File: config.mk
export PLATFORM = sky130hd
export DESIGN_NAME = vdf_sq_sequencer
export DESIGN_NICKNAME = d
export VERILOG_FILES = /design/src/rtl/redun_mont_pkg.sv /design/src/rtl/vdf_sq_sequencer_wdog_cnt.sv /design/src/rtl/vdf_sq_sequencer.sv
export SDC_FILE = /design/constraint.sdc
export NUM_CORES = 1
export LEC_CHECK = 0
export ABC_AREA = 1
export CAP_MARGIN = 20
export CORE_ASPECT_RATIO = 0.6
export CORE_MARGIN = 2
export CORE_UTILIZATION = 49
export DETAILED_ROUTE_END_ITERATION = 8
export PLACE_DENSITY = 0.82
export SETUP_SLACK_MARGIN = 0.15
export SYNTH_ARGS = -nofsm -noshare
export SYNTH_HDL_FRONTEND = slang
export SYNTH_SLANG_ARGS = --single-unit
File: constraint.sdc
create_clock -name i_clk -period 20.3 [get_ports i_clk]
set_input_delay 3.045 -clock i_clk [delete_from_list [all_inputs] [get_ports i_clk]]
set_output_delay 3.045 -clock i_clk [all_outputs]
set_load 0.02 [all_outputs]
File: src/rtl/redun_mont_pkg.sv
// Shared types for the redun_mont datapath and its job sequencer.
package redun_mont_pkg;

  localparam int unsigned REDUN_BITS = 64;
  typedef logic [REDUN_BITS-1:0] redun0_t;

  localparam int unsigned DEF_CNT_BITS     = 64;
  localparam int unsigned DEF_CHK_LOG2     = 20;
  localparam int unsigned DEF_WDOG_CYCLES  = 4096;
  localparam int unsigned DEF_FLUSH_CYCLES = 16;

  typedef enum logic [1:0] {
    SeqOk    = 2'd0,
    SeqWdog  = 2'd1,
    SeqAbort = 2'd2
  } seq_err_t;

  typedef enum logic [4:0] {
    StIdle   = 5'b00001,
    StLoad   = 5'b00010,
    StRun    = 5'b00100,
    StResult = 5'b01000,
    StFlush  = 5'b10000
  } seq_state_t;

endpackage

File: src/rtl/vdf_sq_sequencer_wdog_cnt.sv
// Clearable up-counter that saturates at TERM and flags it; used for watchdog and flush timing.
module seq_wdog_cnt #(
  parameter int unsigned WIDTH = 8,
  parameter int unsigned TERM  = 255
) (
  input  logic i_clk,
  input  logic i_rst,
  input  logic i_clr,
  input  logic i_inc,
  output logic o_term
);

  logic [WIDTH-1:0] cnt_q;

  assign o_term = (cnt_q == WIDTH'(TERM));

  always_ff @(posedge i_clk) begin
    if (i_rst || i_clr) begin
      cnt_q <= '0;
    end else if (i_inc && !o_term) begin
      cnt_q <= cnt_q + WIDTH'(1);
    end
  end

endmodule

File: src/rtl/vdf_sq_sequencer.sv
// Job controller for the redun_mont squarer: launch, count strobes, checkpoint, watchdog,
// abort, result handshake and post-job datapath flush.
module vdf_sq_sequencer
  import redun_mont_pkg::*;
#(
  parameter int unsigned CNT_BITS     = DEF_CNT_BITS,
  parameter int unsigned CHK_LOG2     = DEF_CHK_LOG2,
  parameter int unsigned WDOG_CYCLES  = DEF_WDOG_CYCLES,
  parameter int unsigned FLUSH_CYCLES = DEF_FLUSH_CYCLES
) (
  input  logic                i_clk,
  input  logic                i_rst,
  input  logic                i_job_val,
  output logic                o_job_rdy,
  input  redun0_t             i_job_sq,
  input  logic [CNT_BITS-1:0] i_job_iters,
  input  logic                i_abort,
  output logic                o_res_val,
  input  logic                i_res_rdy,
  output redun0_t             o_res,
  output logic [CNT_BITS-1:0] o_res_iters,
  output seq_err_t            o_res_err,
  output logic                o_chk_val,
  output redun0_t             o_chk,
  output logic                o_busy,
  output logic                o_dp_rst,
  output logic                o_dp_val,
  output redun0_t             o_dp_sq,
  input  logic                i_dp_val,
  input  redun0_t             i_dp_mul
);

  localparam logic [CNT_BITS-1:0] CHK_MASK = ~({CNT_BITS{1'b1}} << CHK_LOG2);

  seq_state_t          state_q;
  logic [CNT_BITS-1:0] iters_q;
  logic [CNT_BITS-1:0] done_cnt;
  logic [CNT_BITS-1:0] cnt_inc;
  logic [CNT_BITS-1:0] done_nxt;
  logic                chk_hit;
  logic                fin;
  logic                wdog_term;
  logic                flush_term;

  assign cnt_inc  = done_cnt + CNT_BITS'(1);
  assign done_nxt = i_dp_val ? cnt_inc : done_cnt;
  assign chk_hit  = (CHK_LOG2 != 0) && ((cnt_inc & CHK_MASK) == '0);
  assign fin      = i_dp_val && (cnt_inc == iters_q);

  // Watchdog restarts on every strobe and only runs in RUN.
  seq_wdog_cnt #(
    .WIDTH($clog2(WDOG_CYCLES + 1)),
    .TERM (WDOG_CYCLES - 1)
  ) u_wdog (
    .i_clk (i_clk),
    .i_rst (i_rst),
    .i_clr ((state_q != StRun) || i_dp_val),
    .i_inc (state_q == StRun),
    .o_term(wdog_term)
  );

  seq_wdog_cnt #(
    .WIDTH($clog2(FLUSH_CYCLES + 1)),
    .TERM (FLUSH_CYCLES - 1)
  ) u_flush (
    .i_clk (i_clk),
    .i_rst (i_rst),
    .i_clr (state_q != StFlush),
    .i_inc (state_q == StFlush),
    .o_term(flush_term)
  );

  always_ff @(posedge i_clk) begin
    if (i_rst) begin
      state_q   <= StFlush;
      o_job_rdy <= 1'b0;
      o_res_val <= 1'b0;
      o_res_err <= SeqOk;
      o_chk_val <= 1'b0;
      o_dp_val  <= 1'b0;
      o_busy    <= 1'b1;
      o_dp_rst  <= 1'b1;
    end else begin
      o_chk_val <= 1'b0;
      o_dp_val  <= 1'b0;
      unique case (state_q)
        StIdle: begin
          if (i_job_val) begin
            iters_q     <= i_job_iters;
            done_cnt    <= '0;
            o_res       <= i_job_sq;
            o_res_iters <= '0;
            o_res_err   <= SeqOk;
            o_dp_sq     <= i_job_sq;
            o_job_rdy   <= 1'b0;
            o_busy      <= 1'b1;
            if (i_job_iters == '0) begin
              state_q   <= StResult;
              o_res_val <= 1'b1;
            end else begin
              state_q  <= StLoad;
              o_dp_rst <= 1'b0;
              o_dp_val <= 1'b1;
            end
          end
        end
        StLoad: begin
          if (i_abort) begin
            state_q     <= StResult;
            o_res_val   <= 1'b1;
            o_res_err   <= SeqAbort;
            o_res_iters <= done_cnt;
            o_dp_rst    <= 1'b1;
          end else begin
            state_q <= StRun;
          end
        end
        StRun: begin
          if (i_dp_val) begin
            done_cnt <= cnt_inc;
            o_res    <= i_dp_mul;
            if (chk_hit) begin
              o_chk_val <= 1'b1;
              o_chk     <= i_dp_mul;
            end
          end
          // Completion takes priority over a coincident abort.
          if (fin || i_abort || (!i_dp_val && wdog_term)) begin
            state_q     <= StResult;
            o_res_val   <= 1'b1;
            o_dp_rst    <= 1'b1;
            o_res_iters <= done_nxt;
            if (fin) begin
              o_res_err <= SeqOk;
            end else if (i_abort) begin
              o_res_err <= SeqAbort;
            end else begin
              o_res_err <= SeqWdog;
            end
          end
        end
        StResult: begin
          if (i_res_rdy) begin
            state_q   <= StFlush;
            o_res_val <= 1'b0;
          end
        end
        StFlush: begin
          if (flush_term) begin
            state_q   <= StIdle;
            o_job_rdy <= 1'b1;
            o_busy    <= 1'b0;
          end
        end
        default: state_q <= StFlush;
      endcase
    end
  end

endmodule
==> results.rst <==
.. list-table::
   :header-rows: 1

   * - Metric
     - Value
   * - Hold-fix buffers at CTS
     - 0
   * - 1st-iter DRT viols
     - ~2100
   * - Static leakage
     - approximately 0.0095 uW
   * - Maximum number of pins on one net before global-route repair
     - 69
   * - Status
     - completed
   * - Largest area contributor in the netlist
     - sky130_fd_sc_hd__edfxtp_1
   * - Number of synthesis warnings
     - 0
   * - Highest clock rate
     - ~170 MHz
   * - Crit-path slowest cell
     - sky130_fd_sc_hd__buf_4
   * - Most repeated cell in the gate-level netlist after synthesis
     - sky130_fd_sc_hd__nand2_1
   * - Post-layout utilization of the core
     - 0.672
   * - Number of synthesized register bits
     - 415
   * - Pre-CTS WS
     - 13.65 ns
   * - H-tree levels
     - 2
   * - Maximum vdd drop
     - around 0.052 mV
   * - Number of synthesized flops with an enable pin
     - roughly 380
   * - Worst Path Buf+Inv
     - 3
   * - Final critical-path required period
     - between 5 and 6 ns
   * - First drt pass iteration count
     - 7
   * - Sinks on the clock net
     - 415
   * - Transition time at the pin with the least slew margin
     - between 1 and 1.5 ns
   * - Global-route wire length before repair
     - 98200 um
   * - DRC violations left
     - 0
   * - Via count
     - approximately 16000
   * - Clock Skew
     - roughly 0.021 ns
   * - Commonest cells post-synth
     - sky130_fd_sc_hd__nand2_1, sky130_fd_sc_hd__edfxtp_1, sky130_fd_sc_hd__nor2_1, sky130_fd_sc_hd__inv_1, sky130_fd_sc_hd__nand3_1
   * - Leading post-synthesis cells by cell area
     - sky130_fd_sc_hd__edfxtp_1, sky130_fd_sc_hd__nand2_1, sky130_fd_sc_hd__nor2_1
   * - Number of different library cells in the post-synthesis netlist
     - between 40 and 50
   * - Width of the die
     - ~260 um
   * - Worst Setup Start Kind
     - input pin
   * - Max-cap check violation count
     - 0
   * - Maximum fanout count along the critical path
     - 64
   * - Hold WS
     - around 0.46 ns
   * - Data required time at the worst endpoint
     - 20.46 ns
   * - Insertion delay of the later-clocked pin in the worst-skew pair
     - ~0.55 ns
   * - Number of placed I/O pins
     - about 460
   * - Overall die area
     - around 40000 sq um
   * - Number of failing hold endpoints at the final stage
     - 0
   * - # Post-CTS Setup Buffers
     - 0
   * - Number of nets in the final layout
     - between 2000 and 2500
   * - Leading register cell type out of synthesis
     - sky130_fd_sc_hd__edfxtp_1
   * - Cell-by-cell listing of the critical path
     - clkdlybuf4s50_1, inv_1, a21oi_1, nand3_1, nor2_1, nand2_1, nor2_1, nand2_1, nor2_1, nand2_1, nor2_1, nand2_1, nor2_2, nand3_2, nand3_4, nand3_4, nor2_4, buf_4
   * - Post-detailed-route via-to-cell ratio
     - 5.67
   * - Clock tree root driver cell
     - sky130_fd_sc_hd__clkbuf_16
   * - Via count of the first global-routing pass
     - 15329
   * - R2r startpoint
     - done_cnt[0]
   * - Residual overflow from global routing
     - 0
   * - Avg Cell Area, Syn
     - ~10 sq um
   * - Post-cts gate resize count
     - 0
   * - Detailed Place HPWL
     - approximately 51000 um
   * - Delay of the slowest cell on the worst path
     - approximately 0.75 ns
   * - Gate count after technology mapping
     - 1812
   * - Initial cell density of the core
     - 0.498
   * - Bufs on Longest Clock Path
     - 3
   * - Fraction of synthesized cell area taken by the top area cell type
     - 0.614
   * - Final setup vio count
     - 0
   * - Crit path DAT
     - between 5 and 6 ns
   * - Number of fill cells in the layout
     - 2956
   * - Number of antenna violations at the first check in global routing
     - 1
   * - Detailed Route WL
     - around 70000 um
   * - Weighted congestion reported at the end of routability-driven placement
     - approximately 0.97
   * - Share of layout cells above drive strength 1
     - 0.0512
   * - Wire length per cell
     - 24.1 um
   * - Worst setup EP type
     - register
   * - Sequential fraction of the synthesis area
     - 0.647
   * - Cell Area, Synth
     - around 19000 sq um
   * - Fraction of synthesis flops using an asynchronous set or reset pin
     - 0
   * - Total of buffers placed on input and output ports
     - around 460
   * - Synth-to-Final Area Change
     - 34.9%
   * - RSZ-0062 raised after global routing
     - false
   * - Row count
     - 55
   * - Power density of the placed cells
     - roughly 69 nW/um^2
   * - Number of buffers added by the clock tree synthesis step
     - 39
   * - Post-Synthesis Net Count
     - 2014
   * - Register clock-pin slew on the reported worst setup and hold paths
     - 0.06 ns
   * - CTS tree
     - done
   * - Classification of the worst setup path
     - input pin to register
   * - Class of the tightest hold or removal check
     - register to register
   * - Routed Antenna Nets
     - 0
   * - Total GRT Usage
     - 0.334
   * - Family with the most delay on the worst path
     - simple AND/OR/NAND/NOR gates
   * - Core Footprint
     - approximately 38000 sq um
   * - Chip Height
     - approximately 160 um
   * - Count of pins over their slew limit
     - 0
   * - TNS Setup
     - 0 ns
   * - Tcrit/Tclk final
     - 0.282
   * - Worst-case setup margin in the final layout
     - about 15 ns
   * - Crit path from
     - i_dp_val
   * - Start point of the worst min-delay path
     - o_job_rdy
   * - Headroom to the max-slew limit
     - 0.224
path summary, 6_finish.rpt:
kind	end	slack, ns	cells past startpoint
max	o_res_iters[44]	14.58	18
min	o_job_rdy	0.46	2
min reg2reg	o_job_rdy	0.46	2
max reg2reg	o_res_iters[44]	15.39	15
cell families (layout without fill, tap and decap cells):
family / after synthesis / in the layout / share of synthesized area
adder cells (fa/ha/maj): 4 / 4 / 0.00266
AND/OR/NAND/NOR: 988 / 988 / 0.229
AO/OA/AOI/OAI: 183 / 183 / 0.0611
XOR/XNOR: 28 / 28 / 0.0212
flip-flops: 415 / 415 / 0.647
other: 0 / 1 / 0
buffers and inverters: 194 / 707 / 0.0390
metrics by stage:
| step | power, uW | cell area, sq um | instances |
|---|---|---|---|
| 4_1_cts | 1770 | 25300 | 2836 |
| 3_3_place_gp | 1030 | 24000 | 2763 |
| 3_5_place_dp | 1040 | 24000 | 2764 |
| 6_report | 1760 | 25400 | 2839 |
| 2_1_floorplan | 979 | 18800 | 1812 |
| 5_1_grt | 1800 | 25400 | 2839 |
metal layers:
layer  vias up  global-route usage  share of wire  wire (um)
met2      1066               0.510           0.44      30400
met3       138              0.0733           0.11       7530
met5         -                   0              0          0
met4         0              0.0975          0.030       2080
li1       7212                   -              -          -
met1      7694               0.483           0.41      28300
state kept, by name, indices dropped and copies added, names as in the netlist:
register / flops
iters_q: 64
u_flush.cnt_q: 5
done_cnt: 64
o_dp_sq: 64
u_wdog.cnt_q: 13
o_job_rdy: 1
state_q: 5
o_chk: 64
o_chk_val: 1
o_busy: 1
o_dp_rst: 1
o_dp_val: 1
o_res_err: 2
o_res_iters: 64
o_res_val: 1
o_res: 64
layout make-up:
class / instances / area [sq um] / area share
Tap cell: 513 / 642 / 0.0253
Clock buffer: 51 / 1070 / 0.0423
Sequential cell: 415 / 12200 / 0.479
Inverter: 159 / 597 / 0.0235
Timing Repair Buffer: 476 / 4750 / 0.187
Multi-Input combinational cell: 1203 / 5940 / 0.234
Antenna cell: 1 / 2.50 / 0.0000987
Clock inverter: 21 / 193 / 0.00760
worst min-delay path, cell delays in order, from the launching register on:
cell and delay (ns):
sky130_fd_sc_hd__dfxtp_1 0.31, sky130_fd_sc_hd__inv_1 0.05, sky130_fd_sc_hd__a21oi_1 0.05
report_power, final:
part           leakage [uW]  total, uW  internal [uW]  switching [uW]
sequential          0.00364        939            934            4.36
clock              0.000622        742            413             328
combinational       0.00526       80.4           45.9            34.5
total               0.00953       1760           1390             367
placed cells by master (no fill, tap or decap), types with 40 or more instances in the layout:
cell type and n:
sky130_fd_sc_hd__nand2_1 581, sky130_fd_sc_hd__clkdlybuf4s50_1 461, sky130_fd_sc_hd__edfxtp_1 384, sky130_fd_sc_hd__nor2_1 170, sky130_fd_sc_hd__inv_1 152, sky130_fd_sc_hd__nand3_1 112
sky130_fd_sc_hd__o21bai_1 57, sky130_fd_sc_hd__o22ai_1 43, sky130_fd_sc_hd__o21ai_0 42, sky130_fd_sc_hd__clkbuf_16 40
Note: power is estimated with default switching activity, not from simulation.
